### src/rtl/regfile_pkg.sv
// rtl/regfile_pkg.sv - shared register-file widths, constants and write-back entry type
//
// Purpose: common definitions for the register-file write-back path.
// Ports:   none (package).

package regfile_pkg;

  localparam int REG_ADDR_W = 5;
  localparam int REG_DATA_W = 32;
  localparam int NUM_REGS   = 32;

  // Register 0 is hardwired to zero; writes to it are dropped.
  localparam logic [REG_ADDR_W-1:0] ZERO_REG = '0;

  typedef struct packed {
    logic [REG_ADDR_W-1:0] addr;
    logic [REG_DATA_W-1:0] data;
  } wb_entry_t;

endpackage

### src/rtl/regfile_writer_wb_fifo.sv
// rtl/regfile_writer_wb_fifo.sv - DEPTH-entry synchronous FIFO for port B write-back results
//
// Purpose: buffers load/multiply results until a free write slot appears.
// Macro:   REGFILE_WRITER_PENDING_EN exposes every slot plus a per-slot valid mask.
// Ports:
//   i_clk, i_rst_n       clock, asynchronous active-low reset
//   i_push, i_push_data  enqueue request and entry (ignored when full)
//   i_pop                dequeue request (ignored when empty)
//   o_head               oldest entry
//   o_full, o_empty      occupancy flags
//   o_entries, o_valid   all slots and their valid bits (PENDING build only)

import regfile_pkg::*;

module wb_fifo #(
  parameter int DEPTH = 4
) (
  input  logic      i_clk,
  input  logic      i_rst_n,
  input  logic      i_push,
  input  wb_entry_t i_push_data,
  input  logic      i_pop,
  output wb_entry_t o_head,
  output logic      o_full,
  output logic      o_empty
`ifdef REGFILE_WRITER_PENDING_EN
  ,
  output wb_entry_t [DEPTH-1:0] o_entries,
  output logic      [DEPTH-1:0] o_valid
`endif
);

  localparam int AW = $clog2(DEPTH);

  wb_entry_t [DEPTH-1:0] r_mem;
  logic [AW-1:0]         r_wr_ptr;
  logic [AW-1:0]         r_rd_ptr;
  logic [AW:0]           r_count;
  logic                  w_push;
  logic                  w_pop;

  assign o_full  = (r_count == (AW+1)'(DEPTH));
  assign o_empty = (r_count == '0);
  assign w_push  = i_push & ~o_full;
  assign w_pop   = i_pop & ~o_empty;
  assign o_head  = r_mem[r_rd_ptr];

  // Pointers wrap naturally because DEPTH is a power of two.
  always_ff @(posedge i_clk or negedge i_rst_n) begin
    if (!i_rst_n) begin
      r_mem    <= '0;
      r_wr_ptr <= '0;
      r_rd_ptr <= '0;
      r_count  <= '0;
    end else begin
      if (w_push) begin
        r_mem[r_wr_ptr] <= i_push_data;
        r_wr_ptr        <= r_wr_ptr + AW'(1);
      end
      if (w_pop) begin
        r_rd_ptr <= r_rd_ptr + AW'(1);
      end
      case ({w_push, w_pop})
        2'b10:   r_count <= r_count + (AW+1)'(1);
        2'b01:   r_count <= r_count - (AW+1)'(1);
        default: r_count <= r_count;
      endcase
    end
  end

`ifdef REGFILE_WRITER_PENDING_EN
  logic [DEPTH-1:0] r_valid;

  // Push and pop never hit the same slot: pop needs an entry, push needs a hole.
  always_ff @(posedge i_clk or negedge i_rst_n) begin
    if (!i_rst_n) begin
      r_valid <= '0;
    end else begin
      if (w_pop)  r_valid[r_rd_ptr] <= 1'b0;
      if (w_push) r_valid[r_wr_ptr] <= 1'b1;
    end
  end

  assign o_entries = r_mem;
  assign o_valid   = r_valid;
`endif

endmodule

### src/rtl/regfile_writer.sv
// rtl/regfile_writer.sv - write-back arbiter for the register file A3/WD3/WE3 port
//
// Purpose: merges a zero-latency ALU port (A) with a FIFO-buffered load/multiply
//          port (B) into one register write per cycle, with a starvation guard.
// Macro:   REGFILE_WRITER_PENDING_EN adds the PENDING output.
// Ports:
//   CLK, RESETN                     clock, asynchronous active-low reset
//   A_VALID/A_READY/A_ADDR/A_DATA   ALU result handshake
//   B_VALID/B_READY/B_ADDR/B_DATA   load/multiply result handshake
//   A3, WD3, WE3                    register file write port
//   PENDING                         per-register "queued in FIFO" mask (optional)

import regfile_pkg::*;

module regfile_writer #(
  parameter int DEPTH      = 4,
  parameter int STARVE_MAX = 8
) (
  input  logic                  CLK,
  input  logic                  RESETN,
  input  logic                  A_VALID,
  output logic                  A_READY,
  input  logic [REG_ADDR_W-1:0] A_ADDR,
  input  logic [REG_DATA_W-1:0] A_DATA,
  input  logic                  B_VALID,
  output logic                  B_READY,
  input  logic [REG_ADDR_W-1:0] B_ADDR,
  input  logic [REG_DATA_W-1:0] B_DATA,
  output logic [REG_ADDR_W-1:0] A3,
  output logic [REG_DATA_W-1:0] WD3,
  output logic                  WE3
`ifdef REGFILE_WRITER_PENDING_EN
  ,
  output logic [NUM_REGS-1:0]   PENDING
`endif
);

  localparam int CW = $clog2(STARVE_MAX + 1);

  wb_entry_t             w_head;
  logic                  w_full;
  logic                  w_empty;
  logic                  w_force;
  logic                  w_a_write;
  logic                  w_drain;
  logic                  w_push;
  logic [CW-1:0]         r_starve;
  logic [REG_ADDR_W-1:0] r_a3;
  logic [REG_DATA_W-1:0] r_wd3;

`ifdef REGFILE_WRITER_PENDING_EN
  wb_entry_t [DEPTH-1:0] w_entries;
  logic      [DEPTH-1:0] w_valid;
`endif

  wb_fifo #(
    .DEPTH (DEPTH)
  ) u_fifo (
    .i_clk       (CLK),
    .i_rst_n     (RESETN),
    .i_push      (w_push),
    .i_push_data ({B_ADDR, B_DATA}),
    .i_pop       (w_drain),
    .o_head      (w_head),
    .o_full      (w_full),
    .o_empty     (w_empty)
`ifdef REGFILE_WRITER_PENDING_EN
    ,
    .o_entries   (w_entries),
    .o_valid     (w_valid)
`endif
  );

  // Handshakes are gated by RESETN directly so nothing leaks out while reset is held.
  assign w_force   = ~w_empty & (r_starve == CW'(STARVE_MAX));
  assign A_READY   = RESETN & ~w_force;
  assign w_a_write = A_VALID & A_READY;
  assign w_drain   = RESETN & ~w_empty & ~w_a_write;
  assign B_READY   = RESETN & ~w_full;
  assign w_push    = B_VALID & B_READY;

  // In idle cycles A3/WD3 replay the last driven values to avoid needless toggling.
  always_comb begin
    WE3 = 1'b0;
    A3  = r_a3;
    WD3 = r_wd3;
    if (w_a_write) begin
      WE3 = (A_ADDR != ZERO_REG);
      A3  = A_ADDR;
      WD3 = A_DATA;
    end else if (w_drain) begin
      WE3 = (w_head.addr != ZERO_REG);
      A3  = w_head.addr;
      WD3 = w_head.data;
    end
  end

  always_ff @(posedge CLK or negedge RESETN) begin
    if (!RESETN) begin
      r_a3  <= '0;
      r_wd3 <= '0;
    end else if (w_a_write || w_drain) begin
      r_a3  <= A3;
      r_wd3 <= WD3;
    end
  end

  // Counts port-A wins while the FIFO head waits; reaching STARVE_MAX forces the
  // following cycle to drain, and that pop clears it again.
  always_ff @(posedge CLK or negedge RESETN) begin
    if (!RESETN) begin
      r_starve <= '0;
    end else if (w_drain || w_empty) begin
      r_starve <= '0;
    end else if (w_a_write) begin
      r_starve <= r_starve + CW'(1);
    end
  end

`ifdef REGFILE_WRITER_PENDING_EN
  always_comb begin
    PENDING = '0;
    for (int i = 0; i < DEPTH; i++) begin
      if (w_valid[i] && (w_entries[i].addr != ZERO_REG)) begin
        PENDING[w_entries[i].addr] = 1'b1;
      end
    end
  end
`endif

endmodule

### config.mk
export PLATFORM = sky130hd
export DESIGN_NAME = regfile_writer
export DESIGN_NICKNAME = d
export VERILOG_FILES = /design/src/rtl/regfile_pkg.sv /design/src/rtl/regfile_writer_wb_fifo.sv /design/src/rtl/regfile_writer.sv
export SDC_FILE = /design/constraint.sdc
export NUM_CORES = 1
export LEC_CHECK = 0
export CORE_MARGIN = 1.5
export CORE_UTILIZATION = 35
export CTS_CLUSTER_SIZE = 14
export DETAILED_ROUTE_END_ITERATION = 16
export SLEW_MARGIN = 20
export SYNTH_ARGS = -nofsm -noshare
export SYNTH_HDL_FRONTEND = slang
export SYNTH_HIERARCHICAL = 1
export SYNTH_SLANG_ARGS = --single-unit
### constraint.sdc
create_clock -name CLK -period 2.8 [get_ports CLK]
set_input_delay 0.42 -clock CLK [delete_from_list [all_inputs] [get_ports CLK]]
set_output_delay 0.42 -clock CLK [all_outputs]
set_load 0.1 [all_outputs]
; ---- Yosys cells after proc, flatten, opt, wreduce, memory -nomap -nowiden
; Cells that the tools add are included.
[totals]
regBits = 196
inputBits = 78
out_inout_bits = 40
word_cells = 61
[classes]
add_sub_neg = 5
magnitude_cmp = 3
n_eq_ne = 4
muxes = 14
bitwise = 13
reduce_logical = 8
[op_table]
columns = op, count
row1 = bitwise mux 148 bit, 1
row2 = binary-select mux 37 bit (select 2 bit), 1
row3 = demux 37 bit (select 2 bit), 1
row4 = 2-to-1 mux 37 bit, 2
row5 = 2-to-1 mux 32 bit, 2
row6 = 2-to-1 mux 5 bit, 2
row7 = nonzero test 5 bit, 2
row8 = bitwise AND 1 bit, 9
row9 = 2-to-1 mux 4 bit, 2
row10 = less-than comparator 2 x 3 -> 1 bit (second input constant), 2
row11 = case mux 3 bit (2 select lines), 1
row12 = adder 2 x 1 -> 2 bit (second input constant), 2
row13 = adder 4 x 1 -> 4 bit (second input constant), 1
row14 = equality test 4 bit (second input constant), 1
row15 = NOT 1 bit, 4
row16 = nonzero test 2 bit, 2
row17 = adder 3 x 1 -> 3 bit (second input constant), 1
row18 = equality test 3 bit (second input constant), 1
row19 = logical NOT 3 bit, 1
row20 = subtractor 3 x 1 -> 3 bit (second input constant), 1
row21 = equality test 2 x 1 -> 1 bit (second input constant), 1
row22 = equality test 2 bit (second input constant), 1
row23 = >= comparator 2 x 1 -> 1 bit (second input constant), 1
row24 = logical OR 1 bit, 2
row25 = 2 further kinds, 3

; ---- Longest topological paths before layout
; Gate-level depths: netlist of the first run.
[logic_depth]
ltp_word = 11
depth_mapped = 12
ltp_nobuf = 11

; ---- By module
; Netlist of the first run, hierarchy kept.
[modules_own_cells]
columns = module, instances, cells_per_inst, area_per_inst_um2, seq_area_each_um2
row1 = wb_fifo, 1, 393, 6822.8, 3878.7
row2 = regfile_writer, 1, 199, 2800.2, 1026.0

; ---- Worst setup path after synthesis of the first run
; No wires, ideal clock.
[synth_path]
path_kind = flip-flop to flip-flop
startpoint = register u_fifo.r_count[2]
endpoint = register u_fifo/r_mem[10] (netlist name)
setup_ns = 0.125
arrival_ns = 3.187
required_ns = 2.675
slack_ns = -0.512
path_stages_with_launch = 8
n_path_buf = 1
synth_period_minus_slack_ns = 3.312
path_cell_list = dfrtp_1 nor3b_2 nor2_1 and2_1 nand2_1 nor2_2 clkbuf_8 mux2_2
[synth_via]
elab_chain_len = 5
[synth_rtl]
columns = item, line_no
row1 = start: declaration, regfile_writer_wb_fifo.sv:38  ; logic [AW:0] r_count;
row2 = start signal: assignment, regfile_writer_wb_fifo.sv:64  ; 2'b10: r_count <= r_count + (AW+1)'(1);
row3 = start signal: assignment, regfile_writer_wb_fifo.sv:65  ; 2'b01: r_count <= r_count - (AW+1)'(1);
row4 = start signal: assignment, regfile_writer_wb_fifo.sv:66  ; default: r_count <= r_count;
row5 = equality test 3 bit, regfile_writer_wb_fifo.sv:42  ; assign o_full = (r_count == (AW+1)'(DEPTH));
row6 = via w_full, regfile_writer.sv:41  ; logic w_full;
row7 = NOT 1 bit, regfile_writer.sv:79  ; assign B_READY = RESETN & ~w_full;
row8 = bitwise AND 1 bit, regfile_writer.sv:79
row9 = via B_READY, regfile_writer.sv:26  ; output logic B_READY,
row10 = bitwise AND 1 bit, regfile_writer.sv:80  ; assign w_push = B_VALID & B_READY;
row11 = via w_push, regfile_writer.sv:46  ; logic w_push;
row12 = bitwise AND 1 bit, regfile_writer_wb_fifo.sv:44  ; assign w_push = i_push & ~o_full;
row13 = end signal: indexed assignment, regfile_writer_wb_fifo.sv:57  ; r_mem[r_wr_ptr] <= i_push_data;
row14 = end: declaration, regfile_writer_wb_fifo.sv:35  ; wb_entry_t [DEPTH-1:0] r_mem;
; The timed path passes the listed nets, and every way through them passes these cells.
; A chain may end at the register's enable or synchronous reset.

==> results of run 1 <==
-- cell usage after synthesis --
library cell / instances
and2_2: 1
xnor2_1: 3
o31a_1: 1
nor3b_2: 1
nand2b_4: 1
clkbuf_8: 8
a21oi_1: 3
o2bb2ai_1: 1
and2_1: 2
or3b_2: 1
buf_2: 6
nor2b_1: 2
mux2i_1: 1
nor2_1: 5
mux2_2: 215
fa_1: 1
nand4_1: 1
nand3b_1: 1
nand3_1: 2
buf_6: 13
nand2_2: 1
dfrtp_1: 196
mux2_4: 45
nor3_1: 2
o2111ai_1: 1
nor2_2: 4
ha_1: 7
nand2b_1: 1
inv_1: 8
nand2_1: 9
clkbuf_1: 3
a31oi_1: 1
or4_1: 1
buf_1: 2
nand4bb_4: 1
mux4_2: 37
xor2_1: 3
a32oi_1: 1
-- area by class of cell --
| cell class | count | area [um2] |
|---|---|---|
| inverters | 8 | 30.0 |
| fillers | 2292 | 14400 |
| clock inverters | 9 | 91.3 |
| repair buffers | 155 | 2120 |
| clock buffers | 23 | 498 |
| well taps | 341 | 427 |
| multi-input cells | 356 | 4520 |
| flip-flops and latches | 196 | 4910 |
-- layout by cell type, fill, tap and decap left out, types with 2 or more instances in the layout --
cell	instances
a21oi_1	3
and2_1	2
buf_12	51
buf_16	4
buf_4	15
buf_6	6
clkbuf_16	18
clkbuf_8	6
clkdlybuf4s50_1	76
clkinv_2	2
dfrtp_1	194
dfrtp_2	2
ha_1	7
inv_1	8
inv_6	4
mux2_2	191
mux2_4	69
mux4_2	37
nand2_1	9
nand3_1	2
nor2_1	4
nor2_4	5
nor2b_1	2
xnor2_1	3
xor2_1	3
-- cell families after synthesis --
kind of cell	Yosys count	share of synthesized area
xor+xnor	6	0.00546
buf+inv	40	0.0348
flops	196	0.510
mux	298	0.409
fa+ha+maj	8	0.0112
compound gates	8	0.00585
simple gates	36	0.0235
-- stage by stage --
stage / power (mW) / worst slack [ns]
after floorplan: 11.6 / 0.103
after global placement: 14.3 / 0.306
after detailed placement: 14.5 / 0.261
after CTS: 17.5 / -0.0252
after global routing: 18.2 / -0.0823
final: 17.4 / -0.00197
-- state kept, by name, summed over array words and instances (netlist names) --
name / flops
r_wd3: 32
u_fifo/r_count: 3
u_fifo/r_mem: 148
u_fifo/r_wr_ptr: 2
u_fifo/r_rd_ptr: 2
r_starve: 4
r_a3: 5
-- where the power goes --
part | switching, mW | internal, mW
Clock | 1.08 | 1.36
Combinational | 4.93 | 5.04
Sequential | 0.700 | 4.24
-- what timing repair did --
action | in CTS | in global routing
resized for setup | 28 | 6
hold endpoints to repair | 4 | 0
setup endpoints to repair | 37 | 37
pin swaps | 0 | 1
gates cloned | 3 | 1
buffers inserted | 6 | 2
hold buffers | 1 | 0
-- final timing paths --
| kind | from | endpoint | cells after the start |
|---|---|---|---|
| worst max-delay path | u_fifo/r_rd_ptr[0] | A3[1] | 6 |
| worst min-delay path | RESETN | u_fifo/r_count[2] | 2 |
| worst max register to register | u_fifo/r_count[0] | u_fifo/r_count[2] | 11 |
| worst min register to register | u_fifo/r_mem[6] | u_fifo/r_mem[6] | 1 |
| max in group asynchronous | RESETN | u_fifo/r_wr_ptr[1] | 3 |
| min in group CLK | RESETN | r_starve[2] | 3 |
-- per-layer routing --
metal  GRT usage  vias up
li1            -     2468
met2       0.280       96
met5           0        -
met3      0.0348       16
met1       0.197     2918
met4      0.0415        0
-- critical path, cell delays in order (launching register included) --
cell and delay (ns):
dfrtp_2 0.39, buf_6 0.14, buf_16 0.16, mux4_2 0.53, mux2_2 0.29, mux2_4 0.28, buf_12 0.17
==> results by group, run 1 <==
Critical path
  • Crit. End Element: primary output
  • Crit Path Max Fanout: 10
  • CP startpoint kind: flop
  • Crit Path Class: reg -> out
  • Arr. time, crit path: about 2.4 ns
  • Worst Path Required: around 2.4 ns
  • Reg2reg setup slack: about 0.26 ns

CTS
  • H-Tree Depth: 4
  • Clock Sinks: 196
  • CTS root buf: clkbuf_16
  • Clk pin slew, worst setup/hold paths: 0.07 ns
  • Worst skew pair latency: 0.43 ns
  • CTS buffer count: 17
  • TritonCTS clock tree: done
  • Clock Path Buffers: 2

Cells and area
  • Antenna diodes: 0
  • Final net count: 820
  • Post-Layout Inst Area: 0.0126 mm2
  • Final Non-Filler Cells: ~1,100
  • Share of cells above drive strength 1: 0.564
  • Core Util, Final: 0.467
  • Synth-to-Final Area Change: 30.8%

Timing
  • Slew @ Worst Pin: about 0.61 ns
  • Clock skew: roughly 0.011 ns
  • Setup_tns: -0.00197 ns
  • Fin crit share: 1.00
  • Crit path time final: between 2 and 3 ns
  • Maximum clock frequency: approximately 360 MHz
  • RSZ-0062 raised after global routing: true
  • Final worst slack: -0.00197 ns
  • Slew Limit Fails: 0
  • Final Hold Viols: 0
  • Final setup viols: 1
  • Slew margin rel.: 0.592
  • Final hold slack: around 0.076 ns

Drt
  • Vias: between 5,000 and 6,000
  • Initial drt markers: a little under 300
  • M1 WL: 9430 um
  • Detail Route Antenna Nets: 0
  • WL/cell: between 20 and 25 um
  • Metal2 WL: roughly 11,000 um
  • DR WL met3: about 760 um
  • TritonRoute pass-1 iters: 4
  • DRC viols: 0
  • Top layer reached by signal wires: met4
  • DR vias/cell: 5.05
  • Final wirelength: between 20,000 and 25,000 um

GRT
  • Vias in the first global route: around 6,000
  • Grt ovf: 0
  • Gr usage total: 0.159
  • First-pass GRT wire length: about 35,000 um
  • Largest net degree at the start of global routing: 193
  • Antenna violations before repair: 0

Min path
  • HP Class: in -> async

Yosys
  • Top cell type's share of synthesized area: 0.510
  • Yosys reg bits: approximately 200
  • Ys Warns: 6
  • Top cells by area, synth: dfrtp_1 (51%), mux2_2 (25%), mux4_2 (8.7%)
  • Register area share after synthesis: 0.510
  • Mapped Avg Cell Area: between 15 and 20 um2
  • Cell variety after synth: 38
  • Net Count, Synth: around 680
  • Post-Syn Area: ~0.0096 mm2
  • Synthesized instance count: 592
  • Synth area leader: dfrtp_1

Outcome
  • Status: finished, violations left
  • Failing checks: setup timing

Run
  • Max_cap viols: 0

Die
  • Core area: 0.0270 mm2
  • Chip Width: between 150 and 200 um
  • # IOs: around 120
  • Die area: approximately 0.028 mm2
  • Initial core utilization: 0.357
  • FP Rows: 60
  • Vert. Die Dim: 169 um

Place
  • Final HPWL from detailed placement: ~14,000 um
  • Buffers on Ports: 117
  • Gp weighted congestion: between 0.7 and 0.8
  • Placed cell area: between 0.01 and 0.015 mm2
  • DP Cell Count: between 1,000 and 1,500

Pwr
  • VDD IR max: between 0.7 and 0.8 mV
  • Lkg Pwr: around 5.4 nW
  • PwrDens: 1380 mW/mm2
Note: power is estimated with default switching activity, not from simulation.
==> run 2: changes to the inputs <==
--- a/config.mk
+++ b/config.mk
@@ -9,6 +9,7 @@
 export CORE_UTILIZATION = 35
 export CTS_CLUSTER_SIZE = 14
 export DETAILED_ROUTE_END_ITERATION = 16
+export RECOVER_POWER = 50
 export SLEW_MARGIN = 20
 export SYNTH_ARGS = -nofsm -noshare
 export SYNTH_HDL_FRONTEND = slang
==> constraint.sdc (replaced) <==
create_clock -name CLK -period 3.2 [get_ports CLK]
set_input_delay 0.48 -clock CLK [delete_from_list [all_inputs] [get_ports CLK]]
set_output_delay 0.48 -clock CLK [all_outputs]
set_load 0.1 [all_outputs]
==> results by group, run 2 (synthesis results as in run 1) <==
Cells and area
  • Synth-to-Final Area Change: 25.8% (was 30.8%)
  • Top flop regs: u_fifo/r_mem: 148 flops, r_wd3: 32 flops, r_a3: 5 flops (unchanged)
  • Register area: 0.00491 mm2 (unchanged)
  • Share of cells above drive strength 1: 0.528 (was 0.564)
  • Reg with most FFs: u_fifo/r_mem (unchanged)
  • Most frequent cells in the layout: mux2_2 (204), dfrtp_1 (194), clkdlybuf4s50_1 (76) (was dfrtp_1 (194), mux2_2 (191), clkdlybuf4s50_1 (76))
  • Post-Layout Inst Area: 0.0121 mm2 (was 0.0126 mm2)
  • Antenna diodes: 0 (unchanged)
  • Final Non-Filler Cells: 1,074 (was 1,088)
  • Most common cell after layout, fill and taps aside: mux2_2 (was dfrtp_1)
  • Fillcell total: 2,297 (was 2,292)
  • Largest register FFs: 148 (unchanged)
  • Final net count: 807 (was 820)
  • Footprint of the multi-input gates: 0.00441 mm2 (was 0.00452 mm2)

Critical path
  • Crit. End Element: primary output (unchanged)
  • RR Startpoint: u_fifo/r_count[0] (unchanged)
  • CP startpoint kind: flop (unchanged)
  • Worst Path Required: 2.72 ns (was 2.38 ns)
  • Crit Path Max Fanout: 10 (unchanged)
  • Reg2reg path depth: 11 (unchanged)
  • Crit Path Class: reg -> out (unchanged)
  • Arr. time, crit path: 2.58 ns (was 2.38 ns)
  • Reg-to-reg endpoint: u_fifo/r_count[2] (unchanged)
  • Reg2reg setup slack: 0.40 ns (was 0.26 ns)

Timing
  • Slew margin rel.: 0.147 (was 0.592)
  • Crit path time final: 3.06 ns
  • Slew Limit Fails: 0 (unchanged)
  • RSZ-0062 raised after global routing: false (was true)
  • Clock skew: 0.00972 ns (was 0.0108 ns)
  • Final hold slack: 0.502 ns (was 0.0758 ns)
  • Setup_tns: 0 ns (was -0.00197 ns)
  • Fin crit share: 0.957
  • Final Hold Viols: 0 (unchanged)
  • Final setup viols: 0 (was 1)
  • Maximum clock frequency: around 330 MHz
  • Slew @ Worst Pin: 1.28 ns (was 0.612 ns)

Drt
  • WL/cell: 19.9 um (was 20.0 um)
  • TritonRoute pass-1 iters: 4 (unchanged)
  • Final wirelength: 21,300 um (was 21,800 um)
  • DRC viols: 0 (unchanged)
  • Initial drt markers: 245 (was 292)
  • DR vias/cell: 5.06 (was 5.05)
  • Detail Route Antenna Nets: 0 (unchanged)
  • Vias: 5,437 (was 5,498)

Pwr
  • PwrDens: 1200 mW/mm2 (was 1380 mW/mm2)
  • VDD IR max: 0.585 mV (was 0.729 mV)
  • Lkg Pwr: 5.11 nW (was 5.42 nW)

Die
  • # IOs: 118 (unchanged)
  • FP Rows: 60 (unchanged)
  • Chip Width: 169 um (unchanged)
  • Vert. Die Dim: 169 um (unchanged)
  • Core area: 0.0270 mm2 (unchanged)
  • Die area: 0.0285 mm2 (unchanged)
  • Initial core utilization: 0.357 (unchanged)

Run
  • Max_cap viols: 0 (unchanged)

CTS
  • # hold bufs at CTS: 0 (was 1)
  • Clock Sinks: 196 (unchanged)
  • TritonCTS clock tree: done (unchanged)
  • CTS root buf: clkbuf_16 (unchanged)
  • H-Tree Depth: 4 (unchanged)
  • Clk pin slew, worst setup/hold paths: 0.07 ns (about the same)
  • Worst skew pair latency: 0.42 ns (was 0.43 ns)
  • CTS buffer count: 17 (unchanged)
  • Clock Path Buffers: 2 (unchanged)

Outcome
  • Status: finished clean (was finished, violations left)

Min path
  • HP Class: reg -> reg (was in -> async)
  • Hold Path Stages: 1
  • Hold Path End: u_fifo/r_mem[76]
  • Worst hold start: u_fifo/r_mem[76]

GRT
  • First-pass GRT wire length: 33,500 um (was 34,600 um)
  • Grt ovf: 0 (unchanged)
  • Largest net degree at the start of global routing: 75 (was 193)
  • Vias in the first global route: 6,106 (was 6,165)
  • Gr usage total: 0.153 (was 0.159)
  • Antenna violations before repair: 0 (unchanged)

Place
  • Final HPWL from detailed placement: 14,400 um (was 13,800 um)
  • Placed cell area: 0.0116 mm2 (was 0.0117 mm2)
  • DP Cell Count: 1,041 (was 1,042)
  • Gp weighted congestion: 0.727 (was 0.717)
  • Buffers on Ports: 117 (unchanged)
run 2: cell count changes in the layout (fill, tap and decap cells not counted), sizes merged:
cell	before	now
buf	76	61
clkinvlp	1	3
clkbuf	25	26
clkinv	3	2
dlygate4sd3	1	0
inv	12	11
nand2b	2	3
run 2: timing repair:
action	CTS	global route
resized for setup	0	1
setup endpoints to repair	0	15
buffers inserted	0	1
run 2: worst max path at each step:
stage                 startpoint          endpoint  slack [ns]  depth (start not counted)
2_1_floorplan  u_fifo/r_count[2]  u_fifo/r_mem[10]        0.40                          7
3_5_place_dp   u_fifo/r_count[0]           WD3[18]        0.49                          6
5_1_grt        u_fifo/r_count[0]           WD3[21]        0.05                          6
4_1_cts        u_fifo/r_count[0]           WD3[18]        0.03                          6
3_3_place_gp             A_VALID           WD3[27]        0.56                          6
6_report       u_fifo/r_count[0]           WD3[21]        0.14                          6
run 2: per-layer routing:
metal  up-vias  routed length, um  GRT usage
met5         -                  0          0
li1       2440                  -          -
met3        17                826     0.0362
met4         0                238     0.0357
met2       113              11300      0.274
met1      2867               8980      0.188
run 2: critical path: stages, from the launching register on:
cell and delay, ns:
dfrtp_1 0.45, nor3_2 0.37, nand2b_4 0.27, buf_4 0.25, mux2_1 0.35, mux2_2 0.30, buf_12 0.17
run 2: final cells by class:
class	count	area share
Sequential cell	196	0.405
Inverter	8	0.00248
Clock inverter	9	0.00796
Multi-Input combinational cell	357	0.364
Timing Repair Buffer	141	0.147
Clock buffer	22	0.0383
Tap cell	341	0.0352
run 2: metrics by stage:
stage / setup WS (ns) / utilization / total power [mW]
after floorplan: 0.396 / - / 10.1
after global placement: 0.561 / 0.429 / 12.4
after detailed placement: 0.494 / 0.429 / 12.7
after CTS: 0.0309 / 0.450 / 14.8
after global routing: 0.0545 / 0.449 / 15.2
final: 0.136 / 0.449 / 14.5
run 2: power by group:
group          internal, mW  switching (mW)
logic                  3.93            4.22
clock network          1.12           0.926
registers              3.71           0.590
total                  8.77            5.74
